===== src/rtl/hs_src_arb.sv =====
// hs_src_arb: round-robin arbiter that hands one source channel at a time to a four-phase req/ack link.
// Define HS_TIMEOUT_EN to abandon a request whose ack has not arrived within TIMEOUT_CYC cycles.
module hs_src_arb #(
    parameter int DATA_WIDTH  = 8,
    parameter int CH_NUM      = 4,
    parameter int SYNC_STAGE  = 2,
    parameter int TIMEOUT_CYC = 1024
) (
    input  logic                         clk_source,
    input  logic                         rst_source,
    input  logic [CH_NUM-1:0]            sig_pulse_source,
    input  logic [CH_NUM*DATA_WIDTH-1:0] sig_data_source,
    output logic [CH_NUM-1:0]            sync_busy,
    output logic                         req_out,
    output logic [DATA_WIDTH-1:0]        data_out,
    output logic [$clog2(CH_NUM)-1:0]    ch_id_out,
    input  logic                         ack_in,
    output logic                         done_pulse,
    output logic [CH_NUM-1:0]            drop_err,
    output logic                         timeout_err
);
    localparam int IDW = $clog2(CH_NUM);

    typedef enum logic [1:0] {IDLE, REQ, ACK_LOW} state_t;

    state_t                state;
    logic [SYNC_STAGE-1:0] ack_sync;
    logic                  ack_s;
    logic [CH_NUM-1:0]     pending;
    logic [DATA_WIDTH-1:0] latch [CH_NUM];
    logic [IDW-1:0]        last_grant;
    logic [IDW-1:0]        winner;
    logic                  found;
    logic                  grant;
    logic [CH_NUM-1:0]     inflight;
    logic [CH_NUM-1:0]     clr;
    logic [CH_NUM-1:0]     accept;

`ifdef HS_TIMEOUT_EN
    localparam int CNT_W = (TIMEOUT_CYC > 2) ? $clog2(TIMEOUT_CYC) : 1;
    logic [CNT_W-1:0] to_cnt;
`else
    assign timeout_err = 1'b0;
`endif

    assign ack_s = ack_sync[SYNC_STAGE-1];

    always_ff @(posedge clk_source) begin
        if (rst_source) ack_sync <= '0;
        else            ack_sync <= {ack_sync[SYNC_STAGE-2:0], ack_in};
    end

    always_comb begin
        inflight = '0;
        if (state != IDLE) inflight[ch_id_out] = 1'b1;
    end

    assign sync_busy = pending | inflight;
    assign accept    = sig_pulse_source & ~sync_busy;

    // Search starts one past the previous winner so every pending channel is reached within CH_NUM grants.
    always_comb begin
        int idx;
        idx    = 0;
        winner = '0;
        found  = 1'b0;
        for (int k = 1; k <= CH_NUM; k++) begin
            idx = (int'(last_grant) + k) % CH_NUM;
            if (!found && pending[IDW'(idx)]) begin
                found  = 1'b1;
                winner = IDW'(idx);
            end
        end
    end

    // A remote ack still high from a previous transfer blocks new grants.
    assign grant = (state == IDLE) && found && !ack_s;

    always_comb begin
        clr = '0;
        if (grant) clr[winner] = 1'b1;
    end

    always_ff @(posedge clk_source) begin
        if (rst_source) begin
            state      <= IDLE;
            pending    <= '0;
            req_out    <= 1'b0;
            data_out   <= '0;
            ch_id_out  <= '0;
            done_pulse <= 1'b0;
            drop_err   <= '0;
            last_grant <= IDW'(CH_NUM - 1);
            for (int i = 0; i < CH_NUM; i++) latch[i] <= '0;
`ifdef HS_TIMEOUT_EN
            to_cnt      <= '0;
            timeout_err <= 1'b0;
`endif
        end else begin
            done_pulse <= 1'b0;
            drop_err   <= sig_pulse_source & sync_busy;
            pending    <= (pending | accept) & ~clr;
            for (int i = 0; i < CH_NUM; i++)
                if (accept[i]) latch[i] <= sig_data_source[i*DATA_WIDTH +: DATA_WIDTH];
`ifdef HS_TIMEOUT_EN
            timeout_err <= 1'b0;
`endif
            case (state)
                IDLE: begin
                    if (grant) begin
                        state      <= REQ;
                        req_out    <= 1'b1;
                        data_out   <= latch[winner];
                        ch_id_out  <= winner;
                        last_grant <= winner;
`ifdef HS_TIMEOUT_EN
                        to_cnt     <= '0;
`endif
                    end
                end
                REQ: begin
                    if (ack_s) begin
                        state      <= ACK_LOW;
                        req_out    <= 1'b0;
                        done_pulse <= 1'b1;
                    end
`ifdef HS_TIMEOUT_EN
                    else if (to_cnt == CNT_W'(TIMEOUT_CYC - 1)) begin
                        state       <= ACK_LOW;
                        req_out     <= 1'b0;
                        timeout_err <= 1'b1;
                    end else begin
                        to_cnt <= to_cnt + 1'b1;
                    end
`endif
                end
                ACK_LOW: begin
                    if (!ack_s) state <= IDLE;
                end
                default: state <= IDLE;
            endcase
        end
    end
endmodule


===== config.mk =====
export PLATFORM = sky130hd
export DESIGN_NAME = hs_src_arb
export DESIGN_NICKNAME = d
export VERILOG_FILES = /design/src/rtl/hs_src_arb.sv
export SDC_FILE = /design/constraint.sdc
export NUM_CORES = 1
export LEC_CHECK = 0
export CAP_MARGIN = 10
export CORE_UTILIZATION = 39
export CTS_BUF_LIST = sky130_fd_sc_hd__clkbuf_4 sky130_fd_sc_hd__clkbuf_8
export CTS_CLUSTER_DIAMETER = 120
export DETAILED_ROUTE_END_ITERATION = 7
export PLACE_DENSITY_LB_ADDON = 0.2
export SETUP_SLACK_MARGIN = 0.02
export SYNTH_ARGS = -nofsm -noshare
export SYNTH_HDL_FRONTEND = slang
export SYNTH_SLANG_ARGS = --single-unit

===== constraint.sdc =====
create_clock -name clk_source -period 4.7 [get_ports clk_source]
set_input_delay 1.175 -clock clk_source [delete_from_list [all_inputs] [get_ports clk_source]]
set_output_delay 1.175 -clock clk_source [all_outputs]
set_load 0.005 [all_outputs]

Yosys cells after proc, flatten, opt, wreduce, memory -nomap -nowiden
Memories as Yosys holds them, arrays and structs flattened. A register that Yosys moved wholly into a read port is not among the register bits.
Index checks and enable logic that the tools add are counted.
W data, S select, Z words.
- register bits after elaboration: 18
- RAM bits: 32
- bits of input ports: 39
- output and inout bits: 21
- memories: 1
- $add $sub $neg: 4
- $lt $le $gt $ge: 8
- equal/unequal tests: 5
- muxes and demuxes: 52
- bitwise logic cells: 12
- reductions and logical operators: 18
- memory list (memory ; depth ; width ; rd ports ; clocked after Yosys merged registers in ; write ports ; RTL line ; RTL):
    latch ; 4 ; 8 ; 1 ; 1 ; 4 ; 30 ; logic [DATA_WIDTH-1:0] latch [CH_NUM];
- operators with widths (cell ; count):
    $mux W8 ; 4
    $mux W1 ; 31
    $lt A2 B4 Y1 const B ; 4
    $mux W2 ; 7
    $and A4 B4 Y4 ; 3
    $bmux W1 S2 ; 4
    $mux W4 ; 2
    $not A4 Y4 ; 2
    $or A4 B4 Y4 ; 2
    $logic_and A1 B1 Y1 ; 7
    $lt A2 B3 Y1 const B ; 2
    $ne A2 B2 Y1 const B ; 3
    $pmux W2 S3 ; 1
    $reduce_and A3 Y1 ; 2
    $add A2 B1 Y2 const B ; 2
    $add A2 B2 Y2 const B ; 2
    $demux W1 S2 ; 2
    $ge A2 B1 Y1 const B ; 2
    $logic_not A1 Y1 ; 4
    $or A1 B1 Y1 ; 4
    $reduce_bool A2 Y1 ; 2
    $eq A2 B1 Y1 const B ; 1
    $eq A2 B2 Y1 const B ; 1
    $logic_not A2 Y1 ; 1
    other kinds (4) ; 4

Logic depth before layout (Yosys ltp)
Gate-level depths: netlist of the first run.
- depth in word-level cells: 21
- mapped depth: 7
- depth with buffers taken out: 6

Least setup slack after synthesis of the first run
OpenSTA, ideal clock, no wires.
- path kind: input to register
- from: input port rst_source
- to: memory latch[0][0] (enable)
- setup time: 0.302 ns
- arrival time: 1.975 ns
- data required time: 4.398 ns
- path slack: 2.423 ns
- stages: 4
- cells stage by stage: inv_1 -> clkbuf_1 -> clkbuf_1 -> nand2_1
- RTL lines (element ; RTL line ; RTL):
    from (decl) ; 10 ; input logic rst_source,
    to (decl) ; 30 ;

Final worst setup path of the first run
- from: register state[1]
- to: output port sync_busy[3]
- word-level cells in the longest chain between the ends: 3
- RTL lines (element ; RTL line ; RTL):
    from (decl) ; 26 ; state_t state;
    from (signal assigned) ; 86 ; state <= IDLE;
    from (signal assigned) ; 111 ; state <= REQ;
    from (signal assigned) ; 123 ; state <= ACK_LOW;
    $reduce_bool A2 Y1 ; 55 ; if (state != IDLE) inflight[ch_id_out] = 1'b1;
    $mux W4 ; 55 ;
    $or A4 B4 Y4 ; 58 ; assign sync_busy = pending | inflight;
    to (decl) ; 13 ; output logic [CH_NUM-1:0] sync_busy,
Every way passes these cells.

==> results of run 1 <==
-- area by class of cell --
type / count / area, µm² / area share (%)
Inverter: 9 / 33.8 / 1.00
Multi-Input combinational cell: 145 / 1010 / 29.8
Sequential cell: 58 / 1480 / 43.9
Tap cell: 77 / 96.3 / 2.85
Clock inverter: 3 / 16.3 / 0.482
Timing Repair Buffer: 59 / 588 / 17.4
Clock buffer: 13 / 154 / 4.56
-- logic make-up (layout without fill, tap and decap cells) --
kind of cell           after synthesis  count (layout)  share of synthesized area, %
flip-flops                          58              58                          57.4
AO/OA/AOI/OAI                       39              39                          12.1
AND/OR/NAND/NOR                     88              88                          20.2
other                                1               1                         0.145
buffers and inverters               17              84                          3.64
XOR/XNOR                             1               1                         0.339
multiplexers                        16              16                          6.20
-- state kept, by name, indices dropped and copies added, names as in the netlist --
register	count
pending	4
ack_sync	2
done_pulse	1
ch_id_out	2
req_out	1
last_grant	2
latch	32
drop_err	4
data_out	8
state	2
-- critical path: stages, from the launching register on --
cell and delay [ns]:
dfxtp_1 0.37, or2_1 0.27, a31oi_1 0.38, inv_2 0.08
clkdlybuf4s50_1 0.46
-- power breakdown --
group,switching (mW),internal (mW),total [mW],leakage (nW)
clock,0.192,0.213,0.405,0.0954
sequential,0.0754,0.648,0.724,0.560
combinational,0.301,0.281,0.581,0.685
total,0.568,1.14,1.71,1.34
-- final timing paths --
| path | startpoint | endpoint | slack, ns | cells past startpoint |
|---|---|---|---|---|
| min reg2reg | ack_sync[0] | ack_sync[1] | 0.45 | 1 |
| min | ack_sync[0] | ack_sync[1] | 0.45 | 1 |
| max | state[1] | sync_busy[3] | 1.62 | 4 |
| max reg2reg | pending[3] | data_out[6] | 2.58 | 4 |
-- cells in the final DEF (no fill, tap or decap), drive strengths merged, types with 5 or more instances in the layout --
master / synthesis / routed
clkdlybuf4s50: 0 / 58
and2: 32 / 32
edfxtp: 32 / 32
dfxtp: 26 / 26
nor2: 17 / 17
mux2i: 16 / 16
clkbuf: 4 / 13
nand2: 11 / 11
inv: 9 / 10
o21ai: 10 / 10
a21oi: 9 / 9
nor3: 7 / 7
a221oi: 6 / 6
and3: 5 / 5
-- layer usage --
metal	routed length [µm]	part of all wire (%)
met5	0	0
met4	88	1.6
met3	279	5.1
met2	2640	49
met1	2420	45
==> results.cfg, run 1 <==
[yosys]
synth_top_area_share_pct = 37.2
syn_area_um2 = 2580
synth-edff-count = 32
ys_top_cells_by_count = and2_1, edfxtp_1, dfxtp_1
synthCells = 220
ys_seq_area_share_pct = 57.4
synth-seq-cells = 58
syn-num-nets = 259
synth_area_leader_cell = edfxtp_1
synth_ff_type = edfxtp_1
avgSynthCellArea_um2 = 11.7
ys_top_cells_by_area = edfxtp_1, dfxtp_1, and2_1
yosysUniqueCellTypes = 48
ys_warn_count = 0
async_flop_share_pct = 0

[global_routing]
grt.met1_usage_pct = 21.5
grt_usage_pct = 16.8
overflow = 0
antenna_found_initial = 0
gr-usage-met2_pct = 26.7
busiest_layer = met2
grt_pass1_vias = 1765
use_met3_pct = 5.27
grt_pass1_wl_um = 8850
grt_max_degree = 23

[sta]
period_share_pct = 65.5
timing.final.ws_setup_ns = 1.62
final_hold_viol_count = 0
rsz0062_at_grt = no
slew_violations = 0
period_needed_ns = 3.08
slew_headroom_pct = 42.1
worst_slew_pin_slew_ns = 0.869
finalSetupViolCount = 0
finalSetupTns_ns = 0
fin_hold_ws_ns = 0.446
max_freq_mhz = 325
finalClockSkew_ns = 0.00776

[drt]
final_antenna_net_count = 0
via_count = 1816
drt_iter0_drc = 76
route.detailed.drc = 0
via_per_inst = 4.99
firstDrtPassIters = 4
wirelength_um = 5420
wl_per_cell_um = 14.9

[place]
post-place-cells = 348
io_buffers = 58
dpl.hpwl_um = 3930
place_area_um2 = 3210
gp_congestion = 0.883
dpl_worst_slack_ns = 1.47

[power]
p_total_mw = 1.71
p_per_area_nw_per_um2 = 507
peakVddDrop_mv = 0.273
p_leak_nw = 1.34

[finish]
fin_cells = 364
drive_gt1_share_pct = 12.2
final_area_um2 = 3380
nNetsFinal = 321
fillers = 612
syn_to_final_growth_pct = 30.8
num_antenna_cells = 0
final_util_pct = 52.9

[worst_setup_path]
path_max_fanout = 7
startpoint_type = flop
crit_path_end_kind = output port
cp.required_ns = 3.52
crit_arrival_ns = 1.90
critPathKind = flop to output port

[cts]
clockRootBuffer = clkbuf_8
cts_resized = 0
clock_latency_ns = 0.34
cts_tree = done
path_clk_slew_ns = 0.06
cts_sinks = 58
numCtsBuffers = 9
clock_path_buffers = 2
post_cts_buffers = 0
hold_buffers = 0
htree_num_levels = 3

[floorplan]
die_w_um = 83.4
die-area_um2 = 6950
die_h_um = 83.4
start_util_pct = 40.4
ios = 60
placementRows = 29
core-area_um2 = 6390

[hold_path]
hp-class = flop to flop

[status]
status = finished, final reports clean

[run]
drv_cap = 0
Power figures use the tool's default switching activity.
==> run 2, diff against run 1 <==
Clock period 4.7 ns to 2.9 ns, I/O delays scaled along.
==> results.cfg, run 2 (same netlist as run 1, synthesis figures left out) <==
[place]
post-place-cells = 351
io_buffers = 58
dpl.hpwl_um = 3920
gp_congestion = 0.781
place_area_um2 = 3230

[sta]
rsz0062_at_grt = no
finalSetupTns_ns = 0
period_needed_ns = 2.57
slew_headroom_pct = 57.4
worst_slew_pin_slew_ns = 0.635
period_share_pct = 88.7
max_freq_mhz = 389
slew_violations = 0
final_hold_viol_count = 0
fin_hold_ws_ns = 0.446
finalSetupViolCount = 0
finalClockSkew_ns = 0.00600

[finish]
final_common_cell = clkdlybuf4s50_1
layout_common_cells = clkdlybuf4s50_1, and2_1, edfxtp_1
num_antenna_cells = 0
nNetsFinal = 324
reg.largest.list = latch: 32 flops, data_out: 8 flops
drive_gt1_share_pct = 13.1
final_area_um2 = 3420
regMostFlops = latch
largest_reg_flops = 32
fin_cells = 367
syn_to_final_growth_pct = 32.4

[drt]
via_count = 1831
firstDrtPassIters = 4
route.detailed.drc = 0
final_antenna_net_count = 0
drt_iter0_drc = 98
wirelength_um = 5350
via_per_inst = 4.99
wl_per_cell_um = 14.6

[worst_setup_path]
startpoint = state[1]
cpPeakStageDelay_ns = 0.45
crit_slowest_cell = clkdlybuf4s50_1
rr_startpoint = pending[3]
path_delay_family = buffers and inverters
cp.required_ns = 2.17
startpoint_type = flop
cp_cell_sequence = or2_1 > a31oi_1 > inv_2 > clkdlybuf4s50_1
crit_path_end_kind = output port
critPathKind = flop to output port
crit_buf_inv = 2
r2r_slack_ns = 0.90
path_max_fanout = 7
crit_arrival_ns = 1.85

[cts]
htree_num_levels = 3
post_cts_buffers = 0
clockRootBuffer = clkbuf_8
clock_latency_ns = 0.32
clock_path_buffers = 2
numCtsBuffers = 9
cts_resized = 0
cts_sinks = 58
path_clk_slew_ns = 0.06
hold_buffers = 0
cts_tree = done

[status]
status = finished, final reports clean

[global_routing]
overflow = 0
grt_usage_pct = 16.8
grt_pass1_wl_um = 8890
antenna_found_initial = 0
grt_max_degree = 17
grt_pass1_vias = 1853

[floorplan]
die_h_um = 83.4
die_w_um = 83.4
core-area_um2 = 6390
placementRows = 29
die-area_um2 = 6950
start_util_pct = 40.4
ios = 60

[power]
p_total_mw = 2.82
p_per_area_nw_per_um2 = 826
peakVddDrop_mv = 0.464
p_leak_nw = 1.36

[hold_path]
hp-class = flop to flop
hp-start = ack_sync[0]

[run]
drv_cap = 0
==> run 2: cell types whose count changed in the layout (fill, tap and decap cells not counted), sizes merged <==
cell	change
inv	-1
clkinv	-2
buf	+3
clkbuf	+3
==> run 2: report_power, final <==
part | leakage [nW] | switching [mW] | internal, mW | total [mW]
logic | 0.699 | 0.490 | 0.462 | 0.952
registers | 0.560 | 0.119 | 1.05 | 1.17
clock network | 0.102 | 0.293 | 0.406 | 0.699
==> run 2: metrics by stage <==
stage	setup slack (ns)	util, %
final	0.328	53.5
after floorplan	1.07	-
after detailed placement	0.586	50.5
after global routing	0.242	53.5
after global placement	0.644	50.5
after CTS	0.299	53.5
==> run 2: per-layer routing <==
metal	track usage, %	share of wire, %	vias up
li1	-	-	925
met1	21.6	46	832
met2	26.6	47	66
met3	4.87	5.6	8
met4	6.74	1.7	0
met5	0	0	-
==> run 2: layout make-up <==
class | count | area (µm²)
Tap cell | 77 | 96.3
Fill cell | 591 | 2970
Sequential cell | 58 | 1480
Multi-Input combinational cell | 145 | 1010
Inverter | 9 | 33.8
Clock buffer | 16 | 189
Timing Repair Buffer | 62 | 611
==> run 2: worst paths after layout <==
kind	cells past startpoint	to
worst min register to register	1	ack_sync[1]
worst min-delay path	1	ack_sync[1]
worst max register to register	5	data_out[0]
worst max-delay path	4	sync_busy[3]
